$ cat config.mk
export PLATFORM = sky130hd
export DESIGN_NAME = lcd_ctrl
export DESIGN_NICKNAME = d
export VERILOG_FILES = /design/src/rtl/lcd_pkg.sv /design/src/rtl/lcd_timer.sv /design/src/rtl/lcd_ctrl.sv
export SDC_FILE = /design/constraint.sdc
export NUM_CORES = 1
export LEC_CHECK = 0
export ABC_AREA = 1
export CAP_MARGIN = 20
export CELL_PAD_IN_SITES_DETAIL_PLACEMENT = 1
export CELL_PAD_IN_SITES_GLOBAL_PLACEMENT = 2
export CORE_AREA = 2 2 108 68
export DETAILED_ROUTE_END_ITERATION = 7
export DIE_AREA = 0 0 110 70
export DONT_BUFFER_PORTS = 1
export GPL_ROUTABILITY_DRIVEN = 0
export PLACE_DENSITY_LB_ADDON = 0.1
export SLEW_MARGIN = 20
export SYNTH_ARGS = -nofsm -noshare
export SYNTH_HDL_FRONTEND = slang
export SYNTH_SLANG_ARGS = --single-unit
$ cat constraint.sdc
create_clock -name i_clk -period 4.35 [get_ports i_clk]
set_input_delay 0.435 -clock i_clk [delete_from_list [all_inputs] [get_ports i_clk]]
set_output_delay 0.435 -clock i_clk [all_outputs]
set_load 0.05 [all_outputs]
$ cat src/rtl/lcd_pkg.sv
// Shared types and constants for the HD44780-style character LCD write driver.
// Holds the FSM state encoding, LCD word field positions and the init command list.
package lcd_pkg;

    typedef enum logic [2:0] {
        ST_PWRUP,
        ST_INIT,
        ST_IDLE,
        ST_SETUP,
        ST_EN_HI,
        ST_HOLD,
        ST_WAIT
    } lcd_state_t;

    localparam int LCD_ON = 31;
    localparam int LCD_EN = 10;
    localparam int LCD_RS = 9;
    localparam int LCD_RW = 8;

    localparam int INIT_LEN = 4;
    // 8-bit/2-line, display on/cursor off, clear, entry increment
    localparam logic [0:INIT_LEN-1][7:0] INIT_CMDS = {8'h38, 8'h0C, 8'h01, 8'h06};

    // Clear-display and return-home need the long post-write wait.
    function automatic logic is_clr_home(input logic rs, input logic [7:0] data);
        return !rs && ((data == 8'h01) || (data[7:1] == 7'b0000001));
    endfunction

    function automatic int unsigned max2(input int unsigned a, input int unsigned b);
        return (a > b) ? a : b;
    endfunction

endpackage

$ cat src/rtl/lcd_timer.sv
// Loadable down-counter shared by every timed state of the LCD FSM.
// o_done is high in the last cycle of a loaded count, so a count of N spans N cycles.
module lcd_timer #(
    parameter int             W         = 8,
    parameter logic [W-1:0]   RST_COUNT = '0
) (
    input  logic         i_clk,
    input  logic         i_rst,
    input  logic         i_load,
    input  logic [W-1:0] i_count,
    output logic         o_done
);
    logic [W-1:0] cnt_q, cnt_d;

    always_comb begin
        cnt_d = cnt_q;
        if (i_load)
            cnt_d = i_count;
        else if (cnt_q != '0)
            cnt_d = cnt_q - 1'b1;
    end

    // Reset preloads the power-up wait so counting starts on release.
    always_ff @(posedge i_clk) begin
        if (i_rst)
            cnt_q <= RST_COUNT;
        else
            cnt_q <= cnt_d;
    end

    assign o_done = (cnt_q == W'(1));

endmodule

$ cat src/rtl/lcd_ctrl.sv
// Write-side driver for a character LCD: power-up wait, init sequence,
// then byte writes over valid/ready with RS/EN strobe timing.
module lcd_ctrl
    import lcd_pkg::*;
#(
    parameter int unsigned T_PWRUP    = 750000,
    parameter int unsigned T_SETUP    = 2,
    parameter int unsigned T_EN_HIGH  = 12,
    parameter int unsigned T_HOLD     = 2,
    parameter int unsigned T_CMD_WAIT = 2500,
    parameter int unsigned T_CLR_WAIT = 82000
) (
    input  logic        i_clk,
    input  logic        i_rst,
    input  logic        i_valid,
    output logic        o_ready,
    input  logic        i_rs,
    input  logic [7:0]  i_data,
    output logic        o_init_done,
    output logic [31:0] o_io_lcd
);
    localparam int unsigned MAXP = max2(max2(max2(T_PWRUP, T_SETUP), max2(T_EN_HIGH, T_HOLD)),
                                        max2(T_CMD_WAIT, T_CLR_WAIT));
    localparam int CW = $clog2(MAXP) + 1;

    if (T_PWRUP == 0 || T_SETUP == 0 || T_EN_HIGH == 0 || T_HOLD == 0 ||
        T_CMD_WAIT == 0 || T_CLR_WAIT == 0) begin : g_bad_timing
        $error("lcd_ctrl: all timing parameters must be at least 1");
    end

    lcd_state_t    state_q;
    logic [2:0]    idx_q;
    logic          rs_q, en_q, on_q, ready_q, init_done_q;
    logic [7:0]    data_q;
    logic          tmr_load, tmr_done;
    logic [CW-1:0] tmr_count;

    lcd_timer #(.W(CW), .RST_COUNT(CW'(T_PWRUP))) u_timer (
        .i_clk   (i_clk),
        .i_rst   (i_rst),
        .i_load  (tmr_load),
        .i_count (tmr_count),
        .o_done  (tmr_done)
    );

    // The timer is reloaded on the same edge the FSM enters the next timed state.
    always_comb begin
        tmr_load  = 1'b0;
        tmr_count = '0;
        case (state_q)
            ST_INIT:  begin tmr_load = 1'b1; tmr_count = CW'(T_SETUP); end
            ST_IDLE:  if (i_valid && ready_q) begin tmr_load = 1'b1; tmr_count = CW'(T_SETUP); end
            ST_SETUP: if (tmr_done) begin tmr_load = 1'b1; tmr_count = CW'(T_EN_HIGH); end
            ST_EN_HI: if (tmr_done) begin tmr_load = 1'b1; tmr_count = CW'(T_HOLD); end
            ST_HOLD:  if (tmr_done) begin
                tmr_load  = 1'b1;
                tmr_count = is_clr_home(rs_q, data_q) ? CW'(T_CLR_WAIT) : CW'(T_CMD_WAIT);
            end
            default: ;
        endcase
    end

    always_ff @(posedge i_clk) begin
        if (i_rst) begin
            state_q     <= ST_PWRUP;
            idx_q       <= '0;
            rs_q        <= 1'b0;
            data_q      <= '0;
            en_q        <= 1'b0;
            on_q        <= 1'b0;
            ready_q     <= 1'b0;
            init_done_q <= 1'b0;
        end else begin
            on_q <= 1'b1;
            case (state_q)
                ST_PWRUP: if (tmr_done) state_q <= ST_INIT;
                ST_INIT: begin
                    rs_q    <= 1'b0;
                    data_q  <= INIT_CMDS[idx_q[1:0]];
                    idx_q   <= idx_q + 3'd1;
                    state_q <= ST_SETUP;
                end
                ST_IDLE: if (i_valid && ready_q) begin
                    rs_q    <= i_rs;
                    data_q  <= i_data;
                    ready_q <= 1'b0;
                    state_q <= ST_SETUP;
                end
                ST_SETUP: if (tmr_done) begin
                    en_q    <= 1'b1;
                    state_q <= ST_EN_HI;
                end
                ST_EN_HI: if (tmr_done) begin
                    en_q    <= 1'b0;
                    state_q <= ST_HOLD;
                end
                ST_HOLD: if (tmr_done) state_q <= ST_WAIT;
                ST_WAIT: if (tmr_done) begin
                    if (!init_done_q && idx_q != 3'(INIT_LEN)) begin
                        state_q <= ST_INIT;
                    end else begin
                        state_q     <= ST_IDLE;
                        ready_q     <= 1'b1;
                        init_done_q <= 1'b1;
                    end
                end
                default: state_q <= ST_PWRUP;
            endcase
        end
    end

    always_comb begin
        o_io_lcd         = '0;
        o_io_lcd[LCD_ON] = on_q;
        o_io_lcd[LCD_EN] = en_q;
        o_io_lcd[LCD_RS] = rs_q;
        o_io_lcd[LCD_RW] = 1'b0;
        o_io_lcd[7:0]    = data_q;
    end

    assign o_ready     = ready_q;
    assign o_init_done = init_done_q;

endmodule

==> Word-level counts from Yosys, hierarchy flattened <==
Index checks and enable logic that the tools add are counted.
{ "classes": {"addsub": 2, "n_mul": 0, "n_div": 0, "order_cmp": 1, "n_eq_ne": 17, "shift": 0, "muxes": 34, "bitwise": 2, "reduce_logical": 18} }
{ "op_table": {"columns": ["cell", "count"], "rows": [
  ["case mux 17 bit (5 select lines)", 1],
  ["2-to-1 mux 21 bit", 2],
  ["2-to-1 mux 17 bit", 2],
  ["2-to-1 mux 8 bit", 3],
  ["== test 21 x 1 -> 1 bit (second input constant)", 1],
  ["case mux 3 bit (7 select lines)", 1],
  ["nonzero test 21 bit", 1],
  ["subtractor 21 x 1 -> 21 bit (second input constant)", 1],
  ["2-to-1 mux 3 bit", 6],
  ["binary-select mux 8 bit (select 2 bit)", 1],
  ["case mux 8 bit (2 select lines)", 1],
  ["inequality test 2 bit (second input constant)", 7],
  ["== test 3 bit (second input constant)", 3],
  ["2-to-1 mux 1 bit", 9],
  ["== test 8 x 1 -> 1 bit (second input constant)", 1],
  ["nonzero test 2 bit", 4],
  ["== test 7 x 1 -> 1 bit (second input constant)", 1],
  ["== test 3 x 2 -> 1 bit (second input constant)", 2],
  ["2-to-1 mux 2 bit", 3],
  ["case mux 1 bit (2 select lines)", 3],
  ["AND reduction 3 bit", 2],
  ["AND reduction 6 bit", 1],
  ["2-to-1 mux 4 bit", 1],
  ["AND reduction 4 bit", 1],
  ["13 further kinds", 16]
]} }
{ "totals": {"regBits": 40, "latch_bits": 0, "mem_bits_rw": 0, "mem_bits_ro": 0, "in_bits": 12, "out_inout_bits": 34, "wordCells": 83, "memories": 0} }

==> Depth between registers and ports, before layout <==
Gate-level depths: netlist of the first run.
{ "logic_depth": {"depth_word": 7, "depth_mapped": 11, "ltp_nobuf": 11} }

==> Modules after synthesis <==
Synthesis of the first run repeated with hierarchy kept, for this count alone.
{ "hier_totals": {"hier_cells": 411, "hier_area_um2": 2731.4} }
{ "by_module_without_submodules": {"columns": ["mod", "n_inst", "cells_each", "area_per_inst_um2", "seq_area_each_um2"], "rows": [
  ["lcd_timer", 1, 237, 1506.4, 420.4],
  ["lcd_ctrl", 1, 174, 1224.9, 380.4]
]} }

==> Worst setup path before layout of the first run <==
Ideal clock, no wire load.
{ "synth_timing": {"kind": "register to register", "from": "reg ready_q, in the netlist o_ready", "to": "reg data_q[4]", "setup_time_ps": 74, "t_arrival_ps": 1584, "t_required_ps": 4276, "slack_ps": 2692, "path_stages_with_launch": 8, "n_path_buf": 1, "synth_period_minus_slack_ps": 1658, "cell_sequence": "dfxtp_1 inv_1 nor3_4 nor2_8 inv_4 buf_6 o21ai_0 a31oi_1"} }
{ "synth_via": {"elab_chain_len": 3} }
{ "synth_lines": {"columns": ["element", "line", "source"], "rows": [
  ["from (decl)", "lcd_ctrl.sv:33", "logic rs_q, en_q, on_q, ready_q, init_done_q;"],
  ["from (signal assigned)", "lcd_ctrl.sv:71", "ready_q <= 1'b0;"],
  ["from (signal assigned)", "lcd_ctrl.sv:86", "ready_q <= 1'b0;"],
  ["from (signal assigned)", "lcd_ctrl.sv:103", "ready_q <= 1'b1;"],
  ["logical AND 1 bit", "lcd_ctrl.sv:83", "ST_IDLE: if (i_valid && ready_q) begin"],
  ["inequality test 2 bit (no source line)", null, null],
  ["AND reduction 2 bit (no source line)", null, null],
  ["to (signal assigned)", "lcd_ctrl.sv:79", "data_q <= INIT_CMDS[idx_q[1:0]];"],
  ["to (signal assigned)", "lcd_ctrl.sv:85", "data_q <= i_data;"],
  ["to (decl)", "lcd_ctrl.sv:34", "logic [7:0] data_q;"]
]} }
No other way between the ends.
A chain may end at the register's enable or synchronous reset.

==> Worst setup path in the final report of the first run <==
{ "layout_timing": {"from": "reg u_timer.cnt_q[0]", "to": "reg u_timer.cnt_q[12]"} }
{ "layout_via": {"elab_chain_len": 4, "elab_cells_between_ends": 10, "classes_between": "add/sub: 1; eq/ne: 1; mux: 6; reduce/logical: 2"} }
{ "layout_lines": {"columns": ["element", "line", "source"], "rows": [
  ["from (decl)", "lcd_timer.sv:13", "logic [W-1:0] cnt_q, cnt_d;"],
  ["from (signal assigned)", "lcd_timer.sv:28", "cnt_q <= cnt_d;"],
  ["parallel branches: the longest is 4 deep, another holds subtractor 21 x 1 -> 21 bit", null, null]
]} }
Parallel ways; which one is timed is not known. The select of a mux whose other input is x is not followed.

==> results of run 1 <==
==> cells in the mapped netlist (all sizes together) <==
cell    count  area (um2)
nand3      34         223
dfxtp      40         801
nor3        8        66.3
nor2       58         322
nand3b      2        15.0
o21ai      22         110
ha          7        87.6
nand4       4        25.0
a21o        1        7.51
xor2        7        61.3
a31oi       6        37.5
xnor2       2        17.5
and3        3        20.0
conb        1        3.75
o211ai      1        7.51
nor4        2        12.5
buf        27         200
inv        33         129
o21bai      2        15.0
a211oi      2        15.0
a21oi      15        75.1
nand2      66         263
==> critical path, stage by stage, from the launching register on <==
cell and delay (ns):
dfxtp_1 0.34, inv_1 0.16, ha_1 0.25, nand2_1 0.12
nor2_2 0.23, inv_1 0.10, nor2_1 0.19, nand2_1 0.07
inv_1 0.12, nand2_1 0.07, nand2_1 0.06, o21ai_1 0.05
==> state kept, by name, indices dropped and copies added (netlist names) <==
register	cells
u_timer.cnt_q	21
idx_q	3
en_q	1
o_init_done	1
o_ready	1
on_q	1
rs_q	1
state_q	3
data_q	8
==> layout make-up <==
type	count	area share
tap	91	0.0441
clock buffer	5	0.0266
clock inverter	2	0.00484
inverter	33	0.0499
multi-input combinational	263	0.565
sequential	40	0.310
==> cell usage in the layout (no fill, tap or decap), types with 6 or more instances in the layout <==
master and n:
o21ai_0 17, xor2_1 7, conb_1 21, inv_1 26, dfxtp_1 40, nor2_4 6, ha_1 7, nand3_1 28
nor2_1 45, a21oi_1 15, nand2_1 62, a31oi_1 6
==> where the power goes <==
group          internal [W]  switching (W)  total [W]  leakage (nW)
Combinational      0.000225       0.000476   0.000702         0.765
Clock              0.000109       0.000140   0.000249        0.0400
Sequential         0.000472       0.000237   0.000709         0.328
==> layer usage <==
| layer | vias up | routed length (um) |
|---|---|---|
| met5 | - | 0 |
| met4 | 0 | 38 |
| met3 | 2 | 326 |
| met2 | 46 | 2340 |
| met1 | 1004 | 3880 |
| li1 | 1077 | - |
==> kinds of logic (layout without fill, tap and decap cells) <==
group	Yosys count	count (layout)	share of synthesized area
DFF	40	40	0.319
xor gates and xnor gates	9	9	0.0314
buffers and inverters	60	40	0.131
other	1	21	0.00149
adders and majority gates	7	7	0.0348
and+or+nand+nor	177	177	0.376
AOI/OAI and AO/OA	49	49	0.107
==> how the worst max path moves through the flow <==
stage,from,cells past startpoint,slack (ns),to
5_1_grt,u_timer.cnt_q[0],11,2.25,u_timer.cnt_q[12]
6_report,u_timer.cnt_q[0],11,2.47,u_timer.cnt_q[12]
2_1_floorplan,o_ready,7,2.69,data_q[4]
4_1_cts,o_ready,9,2.47,u_timer.cnt_q[2]
3_5_place_dp,o_ready,9,2.48,u_timer.cnt_q[2]
3_3_place_gp,o_ready,9,2.48,u_timer.cnt_q[2]
==> metrics by stage <==
stage | worst slack [ns] | cells | hold slack, ns | instance area, um2 | util
4_1_cts | 2.47 | 434 | 0.195 | 2580 | 0.376
2_1_floorplan | 2.69 | 363 | 0.444 | 2590 | -
3_3_place_gp | 2.48 | 427 | 0.481 | 2500 | 0.364
3_5_place_dp | 2.48 | 427 | 0.486 | 2500 | 0.364
5_1_grt | 2.25 | 434 | 0.191 | 2580 | 0.376
6_report | 2.47 | 434 | 0.210 | 2580 | 0.376
==> results.md, run 1 <==
* Status: finished, final reports clean
* Slew Viols, Final at 0
* Die Ht at approximately 70 um
* Clk sink count at 40
* Crit end category: register
* Sequential share of the synthesized area at 0.319
* Die X at approximately 110 um
* CTS buffer count at 5
* RSZ-0062 raised after global routing: no
* Initial Util at 0.366
* Routed Antenna Nets at 0
* Total GRT Usage at 0.186
* Worst slew pin tran at 0.716 ns
* Power Total at approximately 0.0017 W
* Startpoint Class: register
* Vias in the first global route at about 2000
* # rows at 24
* Clock transition at path regs at about 0.090 ns
* Hold path cells at 1
* Vias/cell at a little under 5
* GRT met2 Usage at 0.232
* Via count at ~2100
* Drt wl/cell at 15.2 um
* # hold bufs at CTS at 0
* Root Driver: clkbuf_8
* Worst clock skew at roughly 0.011 ns
* Max_cap viols at 0
* Multi-input gate area at 1460 um2
* GRT met1 Usage at 0.311
* Unique masters post-synth at 38
* Yosys reg bits at 40
* HP Class: in2reg
* Mapped Area at 2510 um2
* Buffers on Ports at 0
* Die ar. at between 7000 and 8000 um2
* N_diodes at 0
* Fmax at ~530 MHz
* Hold worst-path end: data_q[7]
* Avg Synthesized Cell Area at 7.33 um2
* Kind of critical path: reg2reg
* Cell Pwr Density at around 640 nW/um2
* CP Max Fanout at 5
* First-pass GRT wire length at about 11000 um
* Antenna violations before repair at 0
* Core Box Area at a little under 7000 um2
* Detailed placement HPWL at ~5000 um
* RR Startpoint: u_timer.cnt_q[0]
* Area grow syn2layout at 2.79%
* Skew-Pair Late Insertion Delay at 0.29 ns
* Minimum clock period at roughly 1.9 ns
* DRC violations left at 0
* Initial DRC Count at between 90 and 100
* Clk buf depth at 2
* CTS resizes at 0
* Layout cells sized above 1 at 0.122
* Hold_sp: i_rst
* Syn Inst Count at ~340
* R2R cell count at 11
* M3 GR Usage at 0.0411
* First-pass iteration count of the detailed router at 4
* Clock tree from TritonCTS: yes
* Yosys warns at 0
* Hold Vio Cnt, Final at 0
* Fill count at roughly 890
* Worst path required time at 4.51 ns
* Period utilization at 0.432
* Drt total wl at ~6600 um
* Pin count of the biggest net entering global routing at 28
* Post-CTS setup repair buffer count at 0
* H-tree depth at 2
* # IOs at 46
* Setup violations, final at 0
* Peak supply drop at between 200 and 300 uV
* FF-to-FF End: u_timer.cnt_q[12]
* Reg2Reg Setup Slack at around 2.5 ns
* Worst EP arrival at 2.04 ns
* Nets at around 360
* Most Crowded Layer GR: met1
* FF+latch area at 801 um2
* Max_slew headroom at 0.518
* Lkg Pwr at between 1 and 1.5 nW
* Total gr overflow at 0
* Setup TNS Final at 0 ns
Note: power is estimated with default switching activity, not from simulation.
==> run 2: changes to the inputs <==
CORE_AREA = 2 2 118 74   (was 2 2 108 68)
DIE_AREA = 0 0 120 76   (was 0 0 110 70)
clock period = 1.6 ns   (was 4.35 ns; I/O delays follow)
==> run 2 against run 1 <==
  * The run now ends with negative hold slack, negative setup slack left
  * Worst setup slack worse by 2.6 ns
  * Final cell count increased by 26%
  * Register-to-register slack lost 2.6 ns
==> results.md, run 2 (synthesis gave the netlist of run 1 again) <==
* Status: finished with violations
* Failing checks: negative hold slack, negative setup slack
* DRC violations left at 0
* Dpl ws at -0.125 ns
* Post-Route Utilization at 0.453
* Skew-Pair Late Insertion Delay at slightly below 0.3 ns
* Minimum clock period at between 1.5 and 2 ns
* CP Max Fanout at 3
* Slew Viols, Final at 0
* Setup violations, final at 16
* Lkg Pwr at ~1.7 nW
* Die Ht at 76 um
* Worst clock skew at approximately 0.0056 ns
* Worst path slowest cell: dfxtp_2
* Layout cells sized above 1 at 0.435
* Max_cap viols at 0
* Most frequent cells in the layout: buf_4, nand2_1, nor2_1, dfxtp_1
* WP buf/inv at 1
* Total gr overflow at 0
* Commonest non-fill, non-tap cell in the layout: buf_4
* Core Box Area at about 8000 um2
* First-pass GRT wire length at about 14000 um
* CTS buffer count at 5
* Worst path required time at 1.82 ns
* Root Driver: clkbuf_16
* Setup slack after layout at -0.0898 ns
* Vias in the first global route at between 2000 and 3000
* Antenna violations before repair at 0
* First-pass iteration count of the detailed router at 4
* CP peak stage delay at 0.34 ns
* Drt total wl at between 8000 and 9000 um
* Period utilization at 1.06
* CP Cell Sequence: nor2_4 -> nand2_4 -> nor2_4 -> buf_12 -> nand3_1 -> nor2_1 -> nand2_1 -> nand2_1 -> nor2_1 -> nor2_1
* Clk sink count at 40
* Kind of critical path: reg2reg
* Total GRT Usage at 0.197
* Dpl cells at approximately 520
* Switch share at 0.445
* Clock power frac at 0.191
* # IOs at 46
* Comb pwr share at 0.560
* N_diodes at 0
* Int Power at 0.00357 W
* Clock tree from TritonCTS: yes
* Seq pwr share at 0.249
* Reg2Reg Setup Slack at -0.09 ns
* HP Class: in2reg
* Worst hold slack at -0.0755 ns
* Max FFs per register at 21
* Cell Pwr Density at 1740 nW/um2
* Peak supply drop at between 500 and 600 uV
* Clk buf depth at 2
* Largest regs: u_timer.cnt_q x21, data_q x8
* Routed Antenna Nets at 0
* Nets at 455
* Setup TNS Final at -0.679 ns
* Top cell by count, worst path: nor2_1
* Switching component of the power at roughly 0.0029 W
* # rows at 26
* RSZ-0062 raised after global routing: yes
* Startpoint Class: register
* H-tree depth at 2
* Largest Register: u_timer.cnt_q
* Area grow syn2layout at 47.0%
* Fin cells at 549
* Buffers on Ports at 0
* Pin count of the biggest net entering global routing at 21
* Hold Vio Cnt, Final at 6
* Die X at 120 um
* Clock transition at path regs at about 0.060 ns
* Via count at ~2500
* Fmax at 592 MHz
* Worst EP arrival at between 1.5 and 2 ns
* Drt wl/cell at 16.0 um
* Detailed placement HPWL at around 6500 um
* Vias/cell at between 4 and 5
* Crit end category: register
* Initial DRC Count at 108
* Initial Util at 0.308
* CP delay by family, top: simple AND/OR/NAND/NOR gates
* Die ar. at 9120 um2
## run 2: changes by cell type in the layout (fill, tap and decap cells not counted), sizes merged
| cell | change |
|---|---|
| bufinv | +1 |
| nor2 | +1 |
| clkinvlp | -1 |
| clkbuf | +2 |
| buf | +91 |
## run 2: repair_timing
action / 4_1_cts / 5_1_grt
cloned: 1 / 1
resized for setup: 37 / 38
endpoints found under the hold margin: 6 / 6
buffers inserted: 13 / 7
pin swaps: 24 / 28
setup endpoints to repair: 24 / 30
## run 2: worst register-to-register path, delay by kind of cell, from the launching register on
family / cells / cell delay (ns)
and+or+nand+nor: 9 / 1.16
buffers and inverters: 1 / 0.12
DFF: 1 / 0.34
## run 2: metrics by stage
| stage | hold WS, ns | cell area, um2 | total power (W) |
|---|---|---|---|
| finish | -0.0755 | 3700 | 0.00643 |
| global route | -0.0833 | 3700 | 0.00688 |
| CTS | -0.0684 | 3490 | 0.00611 |
| detailed placement | 0.236 | 3090 | 0.00457 |
| global placement | 0.234 | 3090 | 0.00455 |
| floorplan | 0.229 | 2590 | 0.00346 |
## run 2: final cells by class
type / instances / area (um2)
Clock inverter: 2 / 38.8
Inverter: 33 / 136
Timing Repair Buffer: 92 / 764
Multi-Input combinational cell: 264 / 1660
Clock buffer: 6 / 139
Sequential cell: 40 / 817
Fill cell: 1000 / 4470
Tap cell: 112 / 140
## run 2: per-layer routing
layer | wire length (um) | global-route usage | vias to the layer above
met5 | 0 | 0 | -
met4 | 46 | 0.0318 | 0
met3 | 392 | 0.0412 | 6
met2 | 3370 | 0.268 | 57
met1 | 4980 | 0.315 | 1198
li1 | - | - | 1271
## run 2: power groups by stage
stage	Clock [W]	Combinational, W	Sequential, W
floorplan	0	0.00164	0.00181
CTS	0.00125	0.00328	0.00157
global placement	0	0.00300	0.00155
global route	0.00130	0.00394	0.00164
finish	0.00123	0.00360	0.00160
detailed placement	0	0.00302	0.00155
## run 2: path summary, 6_finish.rpt
path | start | to | cells past startpoint
worst max-delay path | u_timer.cnt_q[16] | u_timer.cnt_q[2] | 10
worst min-delay path | i_rst | o_ready | 1
worst max register to register | u_timer.cnt_q[16] | u_timer.cnt_q[2] | 10
worst min register to register | data_q[7] | data_q[7] | 2
